--- src/rtl/mem_byte_seq_arb_if.sv ---
// Bus bundle between fetch/LSU requesters, the byte sequencer and the byte-wide RAM.
// Slave modport is the sequencer's view; master is the requester/memory side.
interface mem_byte_seq_arb_if #(
    parameter int ADR_W = 14
);
    logic             i_req;
    logic [ADR_W-1:0] i_adr;
    logic             i_ack;
    logic [31:0]      i_dat;

    logic             d_req;
    logic             d_we;
    logic [1:0]       d_size;
    logic [ADR_W-1:0] d_adr;
    logic [31:0]      d_wdat;
    logic             d_ack;
    logic [31:0]      d_rdat;
    logic             d_err;

    logic [ADR_W-1:0] mem_adr;
    logic [7:0]       mem_dat_o;
    logic [7:0]       mem_dat_i;
    logic             mem_we;
    logic             mem_en;

    modport slave (
        input  i_req, i_adr,
        output i_ack, i_dat,
        input  d_req, d_we, d_size, d_adr, d_wdat,
        output d_ack, d_rdat, d_err,
        output mem_adr, mem_dat_o, mem_we, mem_en,
        input  mem_dat_i
    );

    modport master (
        output i_req, i_adr,
        input  i_ack, i_dat,
        output d_req, d_we, d_size, d_adr, d_wdat,
        input  d_ack, d_rdat, d_err,
        input  mem_adr, mem_dat_o, mem_we, mem_en,
        output mem_dat_i
    );
endinterface

--- src/rtl/mem_byte_seq_arb.sv ---
// Round-robin fetch/data arbiter that sequences accesses as big-endian byte cycles.
// Define MEMSEQ_ALIGN_CHK_EN to reject misaligned data half/word accesses with d_err.
module mem_byte_seq_arb #(
    parameter int ADR_W = 14
) (
    input logic              clk,
    input logic              rst,
    mem_byte_seq_arb_if.slave bus
);
    typedef enum logic [1:0] {
        IDLE,
        XFER,
        DONE
    } state_t;

    typedef enum logic {
        PORT_I,
        PORT_D
    } port_t;

    state_t state, state_nx;
    port_t  last_grant, port_q;

    logic [ADR_W-1:0] base_q;
    logic [1:0]       last_q;
    logic [1:0]       k_q;
    logic             we_q;
    logic [31:0]      wdat_q;
    logic [23:0]      shift_q;
    logic             err_q;
    logic [31:0]      i_dat_q;
    logic [31:0]      d_rdat_q;

    logic        grant_any;
    logic        grant_d;
    logic        mis;
    logic [1:0]  sel;
    logic [7:0]  wbyte;
    logic [31:0] shift_nx;

    logic             i_ack_c;
    logic             d_ack_c;
    logic             d_err_c;
    logic             mem_en_c;
    logic             mem_we_c;
    logic [ADR_W-1:0] mem_adr_c;
    logic [7:0]       mem_dat_c;

    function automatic logic [1:0] size_last(input logic [1:0] sz);
        logic [1:0] r;
        unique case (sz)
            2'b00:   r = 2'd0;
            2'b01:   r = 2'd1;
            default: r = 2'd3;
        endcase
        return r;
    endfunction

    // Both requesting: the port that did not win last time gets the grant.
    always_comb begin
        grant_any = bus.i_req | bus.d_req;
        grant_d   = bus.d_req & (~bus.i_req | (last_grant == PORT_I));
    end

`ifdef MEMSEQ_ALIGN_CHK_EN
    always_comb begin
        mis = 1'b0;
        unique case (1'b1)
            bus.d_size == 2'b00: mis = 1'b0;
            bus.d_size == 2'b01: mis = bus.d_adr[0];
            default:             mis = bus.d_adr[1:0] != 2'b00;
        endcase
        mis = mis & grant_d;
    end
`else
    assign mis = 1'b0;
`endif

    always_comb begin
        sel      = last_q - k_q;
        wbyte    = wdat_q[{sel, 3'b000} +: 8];
        shift_nx = {shift_q, bus.mem_dat_i};
    end

    always_comb begin
        state_nx = state;
        unique case (state)
            IDLE: begin
                if (grant_any) begin
                    state_nx = mis ? DONE : XFER;
                end
            end
            XFER: begin
                if (k_q == last_q) begin
                    state_nx = DONE;
                end
            end
            DONE:    state_nx = IDLE;
            default: state_nx = IDLE;
        endcase
    end

    // Outputs are gated by rst so an abort stops the memory cycle in progress.
    always_comb begin
        i_ack_c   = 1'b0;
        d_ack_c   = 1'b0;
        d_err_c   = 1'b0;
        mem_en_c  = 1'b0;
        mem_we_c  = 1'b0;
        mem_adr_c = '0;
        mem_dat_c = '0;
        if (rst) begin
            unique case (state)
                XFER: begin
                    mem_en_c  = 1'b1;
                    mem_we_c  = we_q;
                    mem_adr_c = base_q + ADR_W'(k_q);
                    mem_dat_c = we_q ? wbyte : 8'h00;
                end
                DONE: begin
                    i_ack_c = port_q == PORT_I;
                    d_ack_c = port_q == PORT_D;
                    d_err_c = (port_q == PORT_D) & err_q;
                end
                default: ;
            endcase
        end
    end

    always_ff @(posedge clk) begin
        if (!rst) begin
            state      <= IDLE;
            last_grant <= PORT_I;
            port_q     <= PORT_I;
            base_q     <= '0;
            last_q     <= '0;
            k_q        <= '0;
            we_q       <= 1'b0;
            wdat_q     <= '0;
            shift_q    <= '0;
            err_q      <= 1'b0;
            i_dat_q    <= '0;
            d_rdat_q   <= '0;
        end else begin
            state <= state_nx;
            unique case (state)
                IDLE: begin
                    if (grant_any) begin
                        port_q     <= grant_d ? PORT_D : PORT_I;
                        last_grant <= grant_d ? PORT_D : PORT_I;
                        base_q     <= grant_d ? bus.d_adr : bus.i_adr;
                        last_q     <= grant_d ? size_last(bus.d_size) : 2'd3;
                        we_q       <= grant_d & bus.d_we;
                        wdat_q     <= grant_d ? bus.d_wdat : 32'h0;
                        k_q        <= '0;
                        shift_q    <= '0;
                        err_q      <= mis;
                    end
                end
                XFER: begin
                    k_q     <= k_q + 2'd1;
                    shift_q <= shift_nx[23:0];
                    if (k_q == last_q && !we_q) begin
                        if (port_q == PORT_I) begin
                            i_dat_q <= shift_nx;
                        end else begin
                            d_rdat_q <= shift_nx;
                        end
                    end
                end
                default: ;
            endcase
        end
    end

    assign bus.i_ack     = i_ack_c;
    assign bus.i_dat     = i_dat_q;
    assign bus.d_ack     = d_ack_c;
    assign bus.d_rdat    = d_rdat_q;
    assign bus.d_err     = d_err_c;
    assign bus.mem_en    = mem_en_c;
    assign bus.mem_we    = mem_we_c;
    assign bus.mem_adr   = mem_adr_c;
    assign bus.mem_dat_o = mem_dat_c;
endmodule

--- src/flat_wrapper.sv ---
// flat-port wrapper written by rule: the top's interface ports become plain ports
module mem_byte_seq_arb_flat 
#(
    parameter int ADR_W = 14
)
  (clk, rst, bus_i_req, bus_i_adr, bus_i_ack, bus_i_dat, bus_d_req, bus_d_we, bus_d_size, bus_d_adr, bus_d_wdat, bus_d_ack, bus_d_rdat, bus_d_err, bus_mem_adr, bus_mem_dat_o, bus_mem_we, bus_mem_en, bus_mem_dat_i);
  mem_byte_seq_arb_if #(.ADR_W(ADR_W)) bus_i ();
  input logic clk;
  input logic rst;
  input wire logic [$bits(bus_i.i_req)-1:0] bus_i_req;
  input wire logic [$bits(bus_i.i_adr)-1:0] bus_i_adr;
  output wire logic [$bits(bus_i.i_ack)-1:0] bus_i_ack;
  output wire logic [$bits(bus_i.i_dat)-1:0] bus_i_dat;
  input wire logic [$bits(bus_i.d_req)-1:0] bus_d_req;
  input wire logic [$bits(bus_i.d_we)-1:0] bus_d_we;
  input wire logic [$bits(bus_i.d_size)-1:0] bus_d_size;
  input wire logic [$bits(bus_i.d_adr)-1:0] bus_d_adr;
  input wire logic [$bits(bus_i.d_wdat)-1:0] bus_d_wdat;
  output wire logic [$bits(bus_i.d_ack)-1:0] bus_d_ack;
  output wire logic [$bits(bus_i.d_rdat)-1:0] bus_d_rdat;
  output wire logic [$bits(bus_i.d_err)-1:0] bus_d_err;
  output wire logic [$bits(bus_i.mem_adr)-1:0] bus_mem_adr;
  output wire logic [$bits(bus_i.mem_dat_o)-1:0] bus_mem_dat_o;
  output wire logic [$bits(bus_i.mem_we)-1:0] bus_mem_we;
  output wire logic [$bits(bus_i.mem_en)-1:0] bus_mem_en;
  input wire logic [$bits(bus_i.mem_dat_i)-1:0] bus_mem_dat_i;
  assign bus_i.i_req = bus_i_req;
  assign bus_i.i_adr = bus_i_adr;
  assign bus_i_ack = bus_i.i_ack;
  assign bus_i_dat = bus_i.i_dat;
  assign bus_i.d_req = bus_d_req;
  assign bus_i.d_we = bus_d_we;
  assign bus_i.d_size = bus_d_size;
  assign bus_i.d_adr = bus_d_adr;
  assign bus_i.d_wdat = bus_d_wdat;
  assign bus_d_ack = bus_i.d_ack;
  assign bus_d_rdat = bus_i.d_rdat;
  assign bus_d_err = bus_i.d_err;
  assign bus_mem_adr = bus_i.mem_adr;
  assign bus_mem_dat_o = bus_i.mem_dat_o;
  assign bus_mem_we = bus_i.mem_we;
  assign bus_mem_en = bus_i.mem_en;
  assign bus_i.mem_dat_i = bus_mem_dat_i;
  mem_byte_seq_arb #(.ADR_W(ADR_W)) u_core (.clk(clk), .rst(rst), .bus(bus_i));
endmodule
--- config.mk ---
export PLATFORM = sky130hd
export DESIGN_NAME = mem_byte_seq_arb_flat
export DESIGN_NICKNAME = d
export VERILOG_FILES = /design/src/rtl/mem_byte_seq_arb_if.sv /design/src/rtl/mem_byte_seq_arb.sv /design/src/flat_wrapper.sv
export SDC_FILE = /design/constraint.sdc
export NUM_CORES = 1
export LEC_CHECK = 0
export ABC_AREA = 0
export CORE_ASPECT_RATIO = 0.75
export CORE_MARGIN = 5
export CORE_UTILIZATION = 30
export DETAILED_ROUTE_END_ITERATION = 12
export PLACE_DENSITY = 0.51
export SYNTH_ARGS = -nofsm -noshare
export SYNTH_HDL_FRONTEND = slang
export SYNTH_SLANG_ARGS = --single-unit
export TNS_END_PERCENT = 1
--- constraint.sdc ---
create_clock -name clk -period 2.01 [get_ports clk]
set_input_delay 0.201 -clock clk [delete_from_list [all_inputs] [get_ports clk]]
set_output_delay 0.201 -clock clk [all_outputs]
set_load 0.005 [all_outputs]
# Word level (Yosys, flattened, before mapping)
# Index checks and enable logic that the tools add are counted.
# W data, S select, Z words.
[classes]
addsub = 3
eq_ne = 6
n_shift = 1
n_mux = 25
n_bitwise = 6
reduce_logical = 10
[ops]
columns = ["cell", "count"]
rows = [
  ["$pmux W24 S2", 1],
  ["$mux W14", 3],
  ["$mux W32", 1],
  ["$shiftx A32 B6 Y8", 1],
  ["$mux W24", 1],
  ["$mux W8", 3],
  ["$add A14 B2 Y14", 1],
  ["$pmux W2 S2", 3],
  ["$mux W1", 9],
  ["$mux W2", 4],
  ["$reduce_and A2 Y1", 3],
  ["$reduce_and A3 Y1", 2],
  ["$eq A2 B1 Y1 const B", 2],
  ["$logic_not A2 Y1", 2],
  ["$ne A2 B1 Y1 const B", 2],
  ["$add A2 B1 Y2 const B", 1],
  ["$and A1 B1 Y1", 2],
  ["$eq A2 B2 Y1", 1],
  ["$eq A2 B2 Y1 const B", 1],
  ["$not A1 Y1", 2],
  ["$or A1 B1 Y1", 2],
  ["$reduce_bool A2 Y1", 1],
  ["$sub A2 B2 Y2", 1],
  ["$logic_and A1 B1 Y1", 1],
  ["$logic_not A1 Y1", 1],
]
[totals]
regBits = 142
in_bits = 75
wordCells = 61

# Depth between registers and ports, before layout
[depth]
ltp_word = 5
ltp_mapped = 7
depth_no_buf = 6

# Worst setup path after synthesis
# No wires, ideal clock.
[synth_timing]
path_type = "register -> output"
start = "register u_core.k_q[0]"
end = "output bus_mem_adr[10]"
arrival_ns = 1.514
required_ns = 1.809
setup_slack_ns = 0.295
path_stages_with_launch = 7
n_path_buf = 0
cell_sequence = "dfxtp_1 ha_1 fa_1 and4_1 nand4_1 xor2_1 nor2_1"
[synth_between]
elab_chain_cells = 3
[synth_lines]
columns = ["element", "line_no", "text"]
rows = [
  ["start, declared", "mem_byte_seq_arb.sv:26", "logic [1:0] k_q;"],
  ["start signal, assigned", "mem_byte_seq_arb.sv:161", "k_q <= k_q + 2'd1;"],
  ["$add A14 B2 Y14", "mem_byte_seq_arb.sv:117", "mem_adr_c = base_q + ADR_W'(k_q);"],
  ["$mux W14", "mem_byte_seq_arb.sv:113", "unique case (state)"],
  ["$mux W14", "mem_byte_seq_arb.sv:112", "if (rst) begin"],
  ["end, declared", "flat_wrapper.sv:22", "output wire logic [$bits(bus_i.mem_adr)-1:0] bus_mem_adr;"],
]
# Every way passes these cells.

# Worst setup path in the final report
[layout_timing]
start = "register u_core.k_q[0]"
end = "output bus_mem_dat_o[3]"
[layout_between]
elab_chain_cells = 5
[layout_lines]
columns = ["element", "line_no", "text"]
rows = [
  ["$sub A2 B2 Y2", "mem_byte_seq_arb.sv:80", "sel = last_q - k_q;"],
  ["$shiftx A32 B6 Y8", "mem_byte_seq_arb.sv:81", "wbyte = wdat_q[{sel, 3'b000} +: 8];"],
  ["$mux W8", "mem_byte_seq_arb.sv:118", "mem_dat_c = we_q ? wbyte : 8'h00;"],
  ["$mux W8", "mem_byte_seq_arb.sv:113", ""],
  ["$mux W8", "mem_byte_seq_arb.sv:112", ""],
  ["end, declared", "flat_wrapper.sv:23", "output wire logic [$bits(bus_i.mem_dat_o)-1:0] bus_mem_dat_o;"],
]
# Every way passes these cells.

==> impl_metrics.tcl <==
set metrics [dict create \
    status "finished, violations left" \
    violations "setup timing" \
    ys_seq_area_share_pct 50.73 \
    synthMuxAreaShare_pct 5.559 \
    viasPerCell 4.793 \
    cp-end-kind "output pin" \
    cts_root_buffer "clkbuf_16" \
    fin_ws_ns -0.2595 \
    rows 43 \
    gp_congestion 0.7682 \
    antenna_found_initial 0 \
    drive_gt1_share_pct 16.79 \
    clk_transition_reported_paths_ns 0.05 \
    leakage_nw 3.170 \
    fin_crit_sh_pct 112.9 \
    ys_ff_latch 142 \
    vdd_drop_max_v 0.0004885 \
    avgRoutedWirePerCell_um 16.22 \
    cts_buffer_depth 2 \
    drv_cap 0 \
    worstSetupPathType "register to output pin" \
    diodes 0 \
    pre_cts_ws_ns -0.2138 \
    overflow 0 \
    die_area_um2 21540 \
    drt-total-wl_mm 16.75 \
    ys.flop_type "dfxtp_1" \
    port_buffers 164 \
    syn-cell-area_um2 5604 \
    avgSynthCellArea_um2 9.325 \
    ys_warn_count 0 \
    drc 0 \
    core_um2 18400 \
    grt.total_usage_pct 15.27 \
    htreeDepth 4 \
    fmax_mhz 440.6 \
    worstPathMaxFanout 4 \
    dp_hpwl_mm 11.84 \
    cts.sinks 142 \
    synth_fa_ha_area_share_pct 1.027 \
    num_io_pins 166 \
    grt_pass1_wl_mm 26.53 \
    synth_enable_flop_cells 0 \
    synth_top_family_by_area "compound AO/OA/AOI/OAI gates" \
    fin_crit_ns 2.270 \
    grt_max_degree 151 \
    die_y_um 128.4 \
    fp.dieW_um 167.8 \
    numCtsBuffers 17 \
    final_core_util_pct 45.97 \
    async_flop_share_pct 0 \
    rsz0062_at_grt "true" \
    grt_pass1_vias 4901 \
    required_ns 1.81 \
    tightestPinTransition_ns 0.5766 \
    num_vias 4951 \
    hold_buffers 0 \
    synth-simple-area-share_pct 16.74 \
    most-common-layout-cells "dfxtp_1 (139), clkdlybuf4s50_1 (138), o21ai_0 (77)" \
    finalHoldViolCount 0 \
    syn_nets 680 \
    first_pass_iters 6 \
    synth_xor_area_share_pct 2.545 \
    worstPathArrival_ns 2.07 \
    synth_cell_type_count 45 \
    clkLatencyLatePin_ns 0.41 \
    final_max_slew_viol_count 0 \
    setup_viol 19 \
    fin_nets 854 \
    power_per_cell_area_nw_per_um2 1014 \
    layout_commonest_cell "dfxtp_1" \
    synth_compound_area_share_pct 19.27 \
    area_growth_pct 50.93 \
    ant_nets 0 \
    cts_tree "yes" \
    n_fill_cell 1799 \
    finalClockSkew_ns 0.007457 \
    worstHoldPathType "input pin to register" \
    slew_headroom_pct 61.56 \
    cp-start-kind "register" \
    synthCells 601 \
    start_util_pct 30.46 \
    initialDrtViolationCount 255 \
]
==> cells by family (layout without fill, tap and decap cells) <==
| logic type | count (synthesis) | in the layout |
|---|---|---|
| AOI/OAI and AO/OA | 172 | 172 |
| xor gates and xnor gates | 12 | 12 |
| adders and majority gates | 4 | 4 |
| buffers and inverters | 52 | 237 |
| DFF | 142 | 142 |
| muxes | 31 | 31 |
| other | 1 | 1 |
| and+or+nand+nor | 187 | 187 |
==> registers in the layout (all words and copies together), names as in the netlist <==
name / flops
u_core.we_q: 1
u_core.last_grant: 1
u_core.bus.d_rdat: 32
u_core.shift_q: 24
u_core.wdat_q: 32
u_core.state: 2
u_core.last_q: 2
u_core.k_q: 2
u_core.base_q: 14
u_core.bus.i_dat: 32
==> layer usage <==
metal  track usage (%)  vias up  part of all wire, %
li1                  -     2498                    -
met1             21.35     2316                   49
met2             22.71      120                   44
met3             4.945       17                  6.1
met4             4.342        0                  1.4
met5                 0        -                    0
==> where the power goes <==
part	internal, mW	switching, mW	total (mW)
Clock	2.03	1.15	3.19
Sequential	3.06	0.225	3.28
Combinational	1.12	0.988	2.10
Total	6.21	2.37	8.58
==> cell type report <==
type / instances / area (µm²) / area share [%]
sequential: 142 / 2849 / 33.68
tap: 247 / 309.0 / 3.654
inverter: 2 / 7.507 / 0.08876
clock buffer: 20 / 466.7 / 5.518
multi-input combinational: 407 / 2701 / 31.94
clock inverter: 10 / 138.9 / 1.642
timing repair buffer: 205 / 1986 / 23.48
==> worst paths after layout <==
path | end | from | cells past startpoint | slack (ns)
worst min register to register | u_core.bus.d_rdat[16] | u_core.bus.d_rdat[16] | 2 | 0.47
worst min-delay path | u_core.state[1] | rst | 4 | 0.31
worst max register to register | u_core.bus.d_rdat[3] | u_core.k_q[0] | 7 | 0.41
worst max-delay path | bus_mem_dat_o[3] | u_core.k_q[0] | 8 | -0.26
==> what timing repair did <==
action,in CTS,in global routing
endpoints found under the setup margin,24,23
gates cloned,1,0
gates resized for setup,92,29
buffers inserted,11,1
pin swaps,12,8
==> cell usage after synthesis, types with 3 or more instances <==
cell / count / share of area, %
dfxtp_1: 142 / 51
a22oi_1: 33 / 4.4
nand2_1: 45 / 3.0
a22o_1: 25 / 3.9
o21ai_1: 4 / 0.36
nor2b_1: 37 / 4.1
and2_1: 4 / 0.45
buf_2: 14 / 1.3
a21oi_1: 17 / 1.5
xor2_1: 4 / 0.63
buf_1: 5 / 0.33
o21ai_0: 77 / 6.9
nand4_1: 3 / 0.33
nor2_1: 19 / 1.3
nand3_1: 67 / 6.0
ha_1: 3 / 0.67
xnor2_1: 6 / 0.94
o22ai_1: 8 / 0.89
mux2i_1: 30 / 5.4
clkbuf_1: 29 / 1.9
nor3_1: 5 / 0.45
==> worst max-delay path: stages, from the launching register on <==
cell,delay [ns]
dfxtp_4,0.36
buf_6,0.12
ha_4,0.17
xor2_4,0.20
clkbuf_16,0.16
buf_12,0.13
mux2i_4,0.18
o22ai_1,0.19
buf_2,0.15
==> metrics by stage <==
| step | power, mW | cells | hold slack [ns] | setup TNS (ns) | instance area [µm²] |
|---|---|---|---|---|---|
| detailed placement | 5.056 | 990 | 0.4629 | -2.427 | 7624 |
| global route | 9.011 | 1033 | 0.3315 | -4.713 | 8458 |
| global placement | 5.030 | 990 | 0.4530 | -2.076 | 7624 |
| finish | 8.576 | 1033 | 0.3125 | -2.793 | 8458 |
| floorplan | 4.307 | 601 | 0.3337 | 0 | 5604 |
| CTS | 8.606 | 1032 | 0.3011 | -4.708 | 8416 |
(Power assumes the default switching activity.)
